## config.mk

```make
export PLATFORM = sky130hd
export DESIGN_NAME = rgmii_tx_sched
export DESIGN_NICKNAME = d
export VERILOG_FILES = /design/src/rtl/rgmii_tx_pkg.sv /design/src/rtl/rgmii_tx_sched_crc32.sv /design/src/rtl/rgmii_tx_sched.sv
export SDC_FILE = /design/constraint.sdc
export NUM_CORES = 1
export LEC_CHECK = 0
export BUFFER_PORTS_ARGS = -buffer_cell sky130_fd_sc_hd__buf_2
export CAP_MARGIN = 20
export CORE_MARGIN = 1.5
export CORE_UTILIZATION = 52
export CTS_BUF_LIST = sky130_fd_sc_hd__clkbuf_4 sky130_fd_sc_hd__clkbuf_8
export DETAILED_ROUTE_END_ITERATION = 6
export PLACE_DENSITY = 0.73
export SYNTH_ARGS = -nofsm -noshare
export SYNTH_HDL_FRONTEND = slang
export SYNTH_SLANG_ARGS = --single-unit
```

## constraint.sdc

```tcl
create_clock -name clk -period 2.6 [get_ports clk]
set_input_delay 0.13 -clock clk [delete_from_list [all_inputs] [get_ports clk]]
set_output_delay 0.13 -clock clk [all_outputs]
set_load 0.02 [all_outputs]
```

## src/rtl/rgmii_tx_pkg.sv

```systemverilog
// State encoding and Ethernet framing constants for the RGMII transmit scheduler.
package rgmii_tx_pkg;

    typedef enum logic [2:0] {
        ST_IDLE,
        ST_PREAMBLE,
        ST_PAYLOAD,
        ST_PAD,
        ST_FCS,
        ST_IFG
    } tx_state_e;

    localparam logic [7:0]  ETH_PRE     = 8'h55;
    localparam logic [7:0]  ETH_SFD     = 8'hD5;
    localparam logic [31:0] CRC_POLY    = 32'hEDB88320;
    localparam logic [31:0] CRC_INIT    = 32'hFFFFFFFF;
    localparam logic [31:0] CRC_RESIDUE = 32'hC704DD7B;
    localparam int          PREAMBLE_LEN = 8;
    localparam int          FCS_LEN      = 4;

endpackage

```

## src/rtl/rgmii_tx_sched_crc32.sv

```systemverilog
// Combinational one-byte step of the reflected Ethernet CRC-32.
// Kept standalone so the receive-side checker can reuse it unchanged.
module eth_crc32_byte
    import rgmii_tx_pkg::*;
(
    input  logic [31:0] crc_in,
    input  logic [7:0]  data_in,
    output logic [31:0] crc_out
);

    always_comb begin
        // NOTE: blocking assignments chain the eight bit-steps inside one evaluation.
        crc_out = crc_in;
        for (int i = 0; i < 8; i++) begin
            if (crc_out[0] ^ data_in[i]) begin
                crc_out = (crc_out >> 1) ^ CRC_POLY;
            end else begin
                crc_out = crc_out >> 1;
            end
        end
    end

endmodule

```

## src/rtl/rgmii_tx_sched.sv

```systemverilog
// Round-robin frame scheduler feeding the GMII-style byte path of an RGMII transmitter:
// adds preamble/SFD, zero-pads short frames, appends FCS and enforces the inter-frame gap.
module rgmii_tx_sched
    import rgmii_tx_pkg::*;
#(
    parameter int  NUM_SRC     = 2,
    parameter int  IFG_BYTES   = 12,
    parameter int  MIN_PAYLOAD = 60,
    localparam int GW          = (NUM_SRC > 1) ? $clog2(NUM_SRC) : 1
) (
    input  logic                 clk,
    input  logic                 rst,
    input  logic                 clk_enable,
    input  logic [NUM_SRC*8-1:0] s_tdata,
    input  logic [NUM_SRC-1:0]   s_tvalid,
    input  logic [NUM_SRC-1:0]   s_tlast,
    output logic [NUM_SRC-1:0]   s_tready,
    output logic [7:0]           gmii_txd,
    output logic                 gmii_tx_en,
    output logic                 gmii_tx_er,
    output logic [GW-1:0]        grant,
    output logic                 busy
);

    tx_state_e     state_q, state_d;
    logic [GW-1:0] grant_q, grant_d;
    logic [GW-1:0] rr_q, rr_d;
    logic [15:0]   cnt_q, cnt_d;
    logic [15:0]   idx_q, idx_d;
    logic [31:0]   crc_q, crc_d;
    logic [7:0]    txd_q, txd_d;
    logic          tx_en_q, tx_en_d;
    logic          tx_er_q, tx_er_d;

    logic [GW-1:0] arb_idx, arb_rr_next, cand;
    logic          arb_hit, arb_now;
    logic          src_valid, src_last;
    logic [7:0]    src_data, crc_byte, fcs_byte;
    logic [31:0]   crc_next;

    assign src_valid = s_tvalid[grant_q];
    assign src_last  = s_tlast[grant_q];
    assign src_data  = s_tdata[{grant_q, 3'b000} +: 8];
    assign crc_byte  = (state_q == ST_PAD) ? 8'h00 : src_data;

    eth_crc32_byte u_crc (
        .crc_in  (crc_q),
        .data_in (crc_byte),
        .crc_out (crc_next)
    );

    always_comb begin
        unique case (idx_q[1:0])
            2'd0:    fcs_byte = ~crc_q[7:0];
            2'd1:    fcs_byte = ~crc_q[15:8];
            2'd2:    fcs_byte = ~crc_q[23:16];
            default: fcs_byte = ~crc_q[31:24];
        endcase
    end

    // Lowest offset from the RR pointer wins, so scan offsets from high to low.
    always_comb begin
        arb_hit = 1'b0;
        arb_idx = rr_q;
        cand    = '0;
        for (int k = NUM_SRC - 1; k >= 0; k--) begin
            cand = GW'((int'(rr_q) + k) % NUM_SRC);
            if (s_tvalid[cand]) begin
                arb_hit = 1'b1;
                arb_idx = cand;
            end
        end
        arb_rr_next = GW'((int'(arb_idx) + 1) % NUM_SRC);
    end

    // The final IFG byte time doubles as an IDLE cycle so back-to-back gaps are exact.
    assign arb_now = (state_q == ST_IDLE) ||
                     ((state_q == ST_IFG) && (int'(idx_q) >= IFG_BYTES - 1));

    always_comb begin
        // NOTE: every signal gets a default before the case so no path can infer a latch.
        state_d = state_q;
        grant_d = grant_q;
        rr_d    = rr_q;
        cnt_d   = cnt_q;
        idx_d   = idx_q;
        crc_d   = crc_q;
        txd_d   = 8'h00;
        tx_en_d = 1'b0;
        tx_er_d = 1'b0;

        unique case (state_q)
            ST_IDLE: ;
            ST_PREAMBLE: begin
                tx_en_d = 1'b1;
                if (int'(idx_q) == PREAMBLE_LEN - 1) begin
                    txd_d   = ETH_SFD;
                    idx_d   = '0;
                    state_d = ST_PAYLOAD;
                end else begin
                    txd_d = ETH_PRE;
                    idx_d = idx_q + 16'd1;
                end
            end
            ST_PAYLOAD: begin
                tx_en_d = 1'b1;
                if (src_valid) begin
                    txd_d = src_data;
                    crc_d = crc_next;
                    cnt_d = (cnt_q == 16'hFFFF) ? cnt_q : cnt_q + 16'd1;
                    if (src_last) begin
                        idx_d   = '0;
                        state_d = (int'(cnt_q) + 1 < MIN_PAYLOAD) ? ST_PAD : ST_FCS;
                    end
                end else begin
                    tx_er_d = 1'b1;
                end
            end
            ST_PAD: begin
                tx_en_d = 1'b1;
                crc_d   = crc_next;
                cnt_d   = cnt_q + 16'd1;
                if (int'(cnt_q) + 1 >= MIN_PAYLOAD) begin
                    idx_d   = '0;
                    state_d = ST_FCS;
                end
            end
            ST_FCS: begin
                tx_en_d = 1'b1;
                txd_d   = fcs_byte;
                if (int'(idx_q) == FCS_LEN - 1) begin
                    idx_d   = '0;
                    state_d = ST_IFG;
                end else begin
                    idx_d = idx_q + 16'd1;
                end
            end
            ST_IFG: begin
                idx_d = idx_q + 16'd1;
            end
            default: state_d = ST_IDLE;
        endcase

        if (arb_now) begin
            idx_d = '0;
            if (arb_hit) begin
                grant_d = arb_idx;
                rr_d    = arb_rr_next;
                cnt_d   = '0;
                crc_d   = CRC_INIT;
                state_d = ST_PREAMBLE;
            end else begin
                state_d = ST_IDLE;
            end
        end
    end

    // NOTE: this block holds only control registers, so every one of them takes a reset value.
    always_ff @(posedge clk) begin
        if (rst) begin
            state_q <= ST_IDLE;
            grant_q <= '0;
            rr_q    <= '0;
            cnt_q   <= '0;
            idx_q   <= '0;
            crc_q   <= CRC_INIT;
            txd_q   <= 8'h00;
            tx_en_q <= 1'b0;
            tx_er_q <= 1'b0;
        end else if (clk_enable) begin
            state_q <= state_d;
            grant_q <= grant_d;
            rr_q    <= rr_d;
            cnt_q   <= cnt_d;
            idx_q   <= idx_d;
            crc_q   <= crc_d;
            txd_q   <= txd_d;
            tx_en_q <= tx_en_d;
            tx_er_q <= tx_er_d;
        end
    end

    always_comb begin
        s_tready = '0;
        if (clk_enable && (state_q == ST_PAYLOAD)) begin
            s_tready[grant_q] = 1'b1;
        end
    end

    assign gmii_txd   = txd_q;
    assign gmii_tx_en = tx_en_q;
    assign gmii_tx_er = tx_er_q;
    assign grant      = grant_q;
    assign busy       = (state_q != ST_IDLE);

endmodule

```

* Word level (Yosys, flattened, before mapping)
Index checks and enable logic that the tools add are counted.
Operators by class: add/sub/neg operators 5, $mul 0, div/mod/pow operators 0, order comparisons 7, equal/unequal tests 16, shift-type cells 1, muxes and demuxes 56, bitwise gates (word level) 20, reduce and logical (&&, ||, !) cells 13
Operator list (count):
- 2-to-1 mux 32 bit | 11
- 2-to-1 mux 16 bit | 10
- NOT 13 -> 14 bit | 8
- case mux 16 bit (5 select lines) | 1
- case mux 32 bit (2 select lines) | 1
- case mux 8 bit (3 select lines) | 2
- adder 16 x 1 -> 16 bit (second input constant) | 2
- < comparator 32 x 7 -> 1 bit (second input constant) | 1
- NOT 8 bit | 4
- case mux 16 bit (2 select lines) | 1
- 2-to-1 mux 8 bit | 3
- 2-to-1 mux 3 bit | 7
- adder 16 x 1 -> 17 bit (second input constant) | 1
- >= comparator 17 x 6 -> 1 bit (second input constant) | 1
- 2-to-1 mux 1 bit | 17
- == test 16 bit (second input constant) | 1
- == test 16 x 3 -> 1 bit (second input constant) | 1
- == test 16 x 4 -> 1 bit (second input constant) | 1
- >= comparator 16 x 4 -> 1 bit (second input constant) | 1
- variable part select 16 x 5 -> 8 bit | 1
- case mux 3 bit (5 select lines) | 1
- inequality test 3 bit (second input constant) | 4
- XOR 1 bit | 8
- AND reduction 7 bit | 1
- 22 further kinds | 29
Storage, ports and cells: register bits 79, latch bits 0, RAM bits 0, ROM bits 0, input port bits 23, logic and storage cells 127, memories kept 0

* Logic depth before layout (Yosys ltp)
depth in word-level cells 22, mapped depth 10, mapped depth without buffers 10

* Hierarchy
Synthesis repeated with hierarchy kept, for this count alone.
Unflattened totals: cells, all modules 666, area total of the unflattened synthesis 5435.2 sq um
By module, submodules not included:
- rgmii_tx_sched | instances 1, cells each 596, area each 4665.7 sq um
- eth_crc32_byte | instances 1, cells each 70, area each 769.5 sq um

* Worst setup path before layout
Ideal clock, no wire load.
path kind flip-flop to flip-flop, start reg idx_q[0], end reg idx_q[14], arrival time 2.305 ns, data required time 2.480 ns, path slack 0.175 ns, stages on the path, launching flop included 8, buffers on the path 0, clock period less this slack 2.425 ns, cells stage by stage dfxtp_1 ha_1 nand3_1 or2_2 or3_1 or3_1 and3_1 a211o_1
On the way: cells in the longest elaborated chain, start to end 5, elaborated cells on any way between the ends 15, classes of those cells add/sub: 1; order compare: 1; eq/ne: 5; mux: 4; reduce/logical: 4
Ends and longest elaborated chain:
- start: declaration | line rgmii_tx_sched.sv:29 | logic [15:0] idx_q, idx_d;
- start signal: assignment | line rgmii_tx_sched.sv:175 | idx_q <= idx_d;
- >= comparator 16 x 4 -> 1 bit | line rgmii_tx_sched.sv:78 | ((state_q == ST_IFG) && (int'(idx_q) >= IFG_BYTES - 1));
- logical AND 1 bit | line rgmii_tx_sched.sv:78
- logical OR 1 bit | line rgmii_tx_sched.sv:77 | assign arb_now = (state_q == ST_IDLE) ||
- nonzero test 6 bit (no line) (tied with other cells)
- AND reduction 5 bit (no line)
Parallel ways exist; a longest one is shown, timed or not. A chain may end at the register's enable or synchronous reset.

* Final worst setup path
start reg idx_q[0], end reg idx_q[15]
Same word-level chain as after synthesis.

==> metrics.cfg <==
[timing]
finalSetupTns_ns = 0
fin_ws_ns = 0.118
whs_ns = 0.238
hold_viol_final = 0
max_slew.worst_pin.slew_ns = 0.804
fin_crit_ns = 2.48
slew_violations = 0
skew_ns = 0.0112
maxSlewHeadroom = 0.458
finalSetupViolCount = 0
max_freq_mhz = 403
period_share = 0.955

[route]
remaining_drc_errors = 0
ant_nets = 0
firstDrtPassIters = 5
drtIter0Drc = 305
via_per_inst = 6.07
wl_per_cell_um = 17.1
vias = 5029
drt_wl_total_um = 14100

[flow_run]
drv_cap = 0

[synthesis]
avgSynthCellArea_sq_um = 8.28
synth-async-reset-ratio = 0
synthCells = 646
syn_nets = 676
synth_top_cell_by_area = dfxtp_1
synth_most_common_cell = dfxtp_1
synth-seq-area-share = 0.296
yosys_warnings = 0
synthTopCellsByCount = dfxtp_1 (79), nand2_1 (66), nor2_1 (56), xnor2_1 (42)
synth_edf_count = 0
synth_flop_cell = dfxtp_1
synth_top_cells_by_area = dfxtp_1 (30%), xnor2_1 (6.9%), nand2_1 (4.6%)
synth_area_sq_um = 5350
synth_top_area_frac = 0.296
netlist-cell-type-count = 67
ys_ff_latch = 79

[grt]
grt_pass1_wl_um = 22700
antenna_found_initial = 0
grt_pass1_vias = 4600
grt_max_degree = 28
grt_usage = 0.257
grt-ovfl-total = 0

[run_status]
status = complete, no violations

[placed_design]
post-place-ws_ns = -0.0568
gp_routability_congestion = 0.879
dpl_cell_area_sq_um = 5800
dpl.cell_count = 809
port_buffers = 36
dp_hpwl_um = 10000

[clocking]
h-tree-depth = 3
numCtsBuffers = 9
path_clk_slew_ns = 0.09
hold_buffers = 0
root_buffer = clkbuf_8
clk_path_buf_depth = 2
clock_latency_ns = 0.36
clkSinkCount = 79
cts_tree = built

[floorplanning]
rows = 36
core-area_sq_um = 9860
die_area_sq_um = 10900
die_w_um = 104
die-height_um = 104
io_pins = 37
initial_core_util = 0.542

[worst_setup_path]
critPathRequiredTime_ns = 2.85
cp.arrival_ns = 2.73
crit_path_start_kind = flop
crit_fanout = 7
crit_type = reg2reg
cp-end-kind = flop

[power_and_ir_drop]
power_leakage_nw = 2.56
clkPwrFrac = 0.297
ir_drop_v = 0.000371
combinationalPowerShare = 0.389
seq_power_share = 0.314
p_sw_frac = 0.332
switchingPower_mw = 1.41
pwr_density_cell_nw_per_um2 = 686
intPower_mw = 2.83

[layout]
diodes = 0
fillers = 864
fin_nets = 720
drive_gt1_frac = 0.190
syn2layout_area_growth_pct = 15.6
final_cell_area_sq_um = 6180
finalNonFillerCells = 828

[min_path]
hp-class = in2reg

==> metrics by stage <==
stage	util	total power, mW
2_1_floorplan	-	2.56
3_3_place_gp	0.588	2.93
3_5_place_dp	0.588	2.95
4_1_cts	0.617	4.21
5_1_grt	0.627	4.45
6_report	0.627	4.24
==> cells in the final DEF, fill, tap and decap left out, drive strengths merged, types with 10 or more instances in the layout <==
cell    instances
nor3           25
a21oi          29
o211ai         13
nand4          11
nand2          66
clkbuf         11
and3           13
buf            76
nand2b         26
xor2           10
mux2i          12
o21ai          28
nor2           57
dfxtp          79
o22ai          18
xnor2          56
nand3          18
==> power groups by stage <==
stage	clock (mW)	sequential [mW]	combinational [mW]
3_5_place_dp	0	1.35	1.60
6_report	1.26	1.33	1.65
4_1_cts	1.27	1.33	1.61
5_1_grt	1.33	1.34	1.78
2_1_floorplan	0	1.36	1.20
3_3_place_gp	0	1.35	1.58
==> sequential cells by signal, indices dropped and copies added (netlist names) <==
register    count
cnt_q          16
crc_q          32
gmii_tx_en      1
gmii_tx_er      1
gmii_txd        8
grant           1
idx_q          16
rr_q            1
state_q         3
==> metal layers <==
| metal | wire length, um | part of all wire | GRT usage | up-vias |
|---|---|---|---|---|
| li1 | - | - | - | 2428 |
| met2 | 6550 | 0.46 | 0.401 | 169 |
| met1 | 6340 | 0.45 | 0.344 | 2397 |
| met3 | 864 | 0.061 | 0.0445 | 35 |
| met5 | 0 | 0 | 0 | - |
| met4 | 361 | 0.026 | 0.122 | 0 |
==> final cells by class <==
type	instances	area, sq um	area share
sequential	79	1580	0.256
clock buffer	11	145	0.0235
timing repair buffer	76	518	0.0838
tap	133	166	0.0269
clock inverter	5	129	0.0209
inverter	10	37.5	0.00607
multi-input combinational	514	3600	0.583
==> worst max-delay path, cell delays in order, from the launching register on <==
cell     delay (ns)
dfxtp_1        0.39
buf_4          0.17
and3_1         0.15
nand3_1        0.16
or4_1          0.63
or3_1          0.42
and3_1         0.19
a211o_1        0.26
==> path summary, 6_finish.rpt <==
check	depth (start not counted)	slack, ns	startpoint	end
min	3	0.24	clk_enable	gmii_txd[0]
min reg2reg	2	0.46	gmii_tx_en	gmii_tx_en
max reg2reg	7	0.12	idx_q[0]	idx_q[15]
max	7	0.12	idx_q[0]	idx_q[15]
==> cells by family after synthesis <==
group	count (synthesis)	share of synthesized area
and+or+nand+nor	259	0.243
AOI/OAI and AO/OA	160	0.212
DFF	79	0.296
xor gates and xnor gates	74	0.161
buffers and inverters	53	0.0454
muxes	14	0.0267
adders and majority gates	7	0.0164
==> what timing repair did <==
action	4_1_cts	5_1_grt
gates cloned	0	0
setup buffers	0	2
resized for setup	2	13
pin swaps	0	2
endpoints found under the setup margin	23	27
No activity file was read; power rests on OpenSTA's default activity.
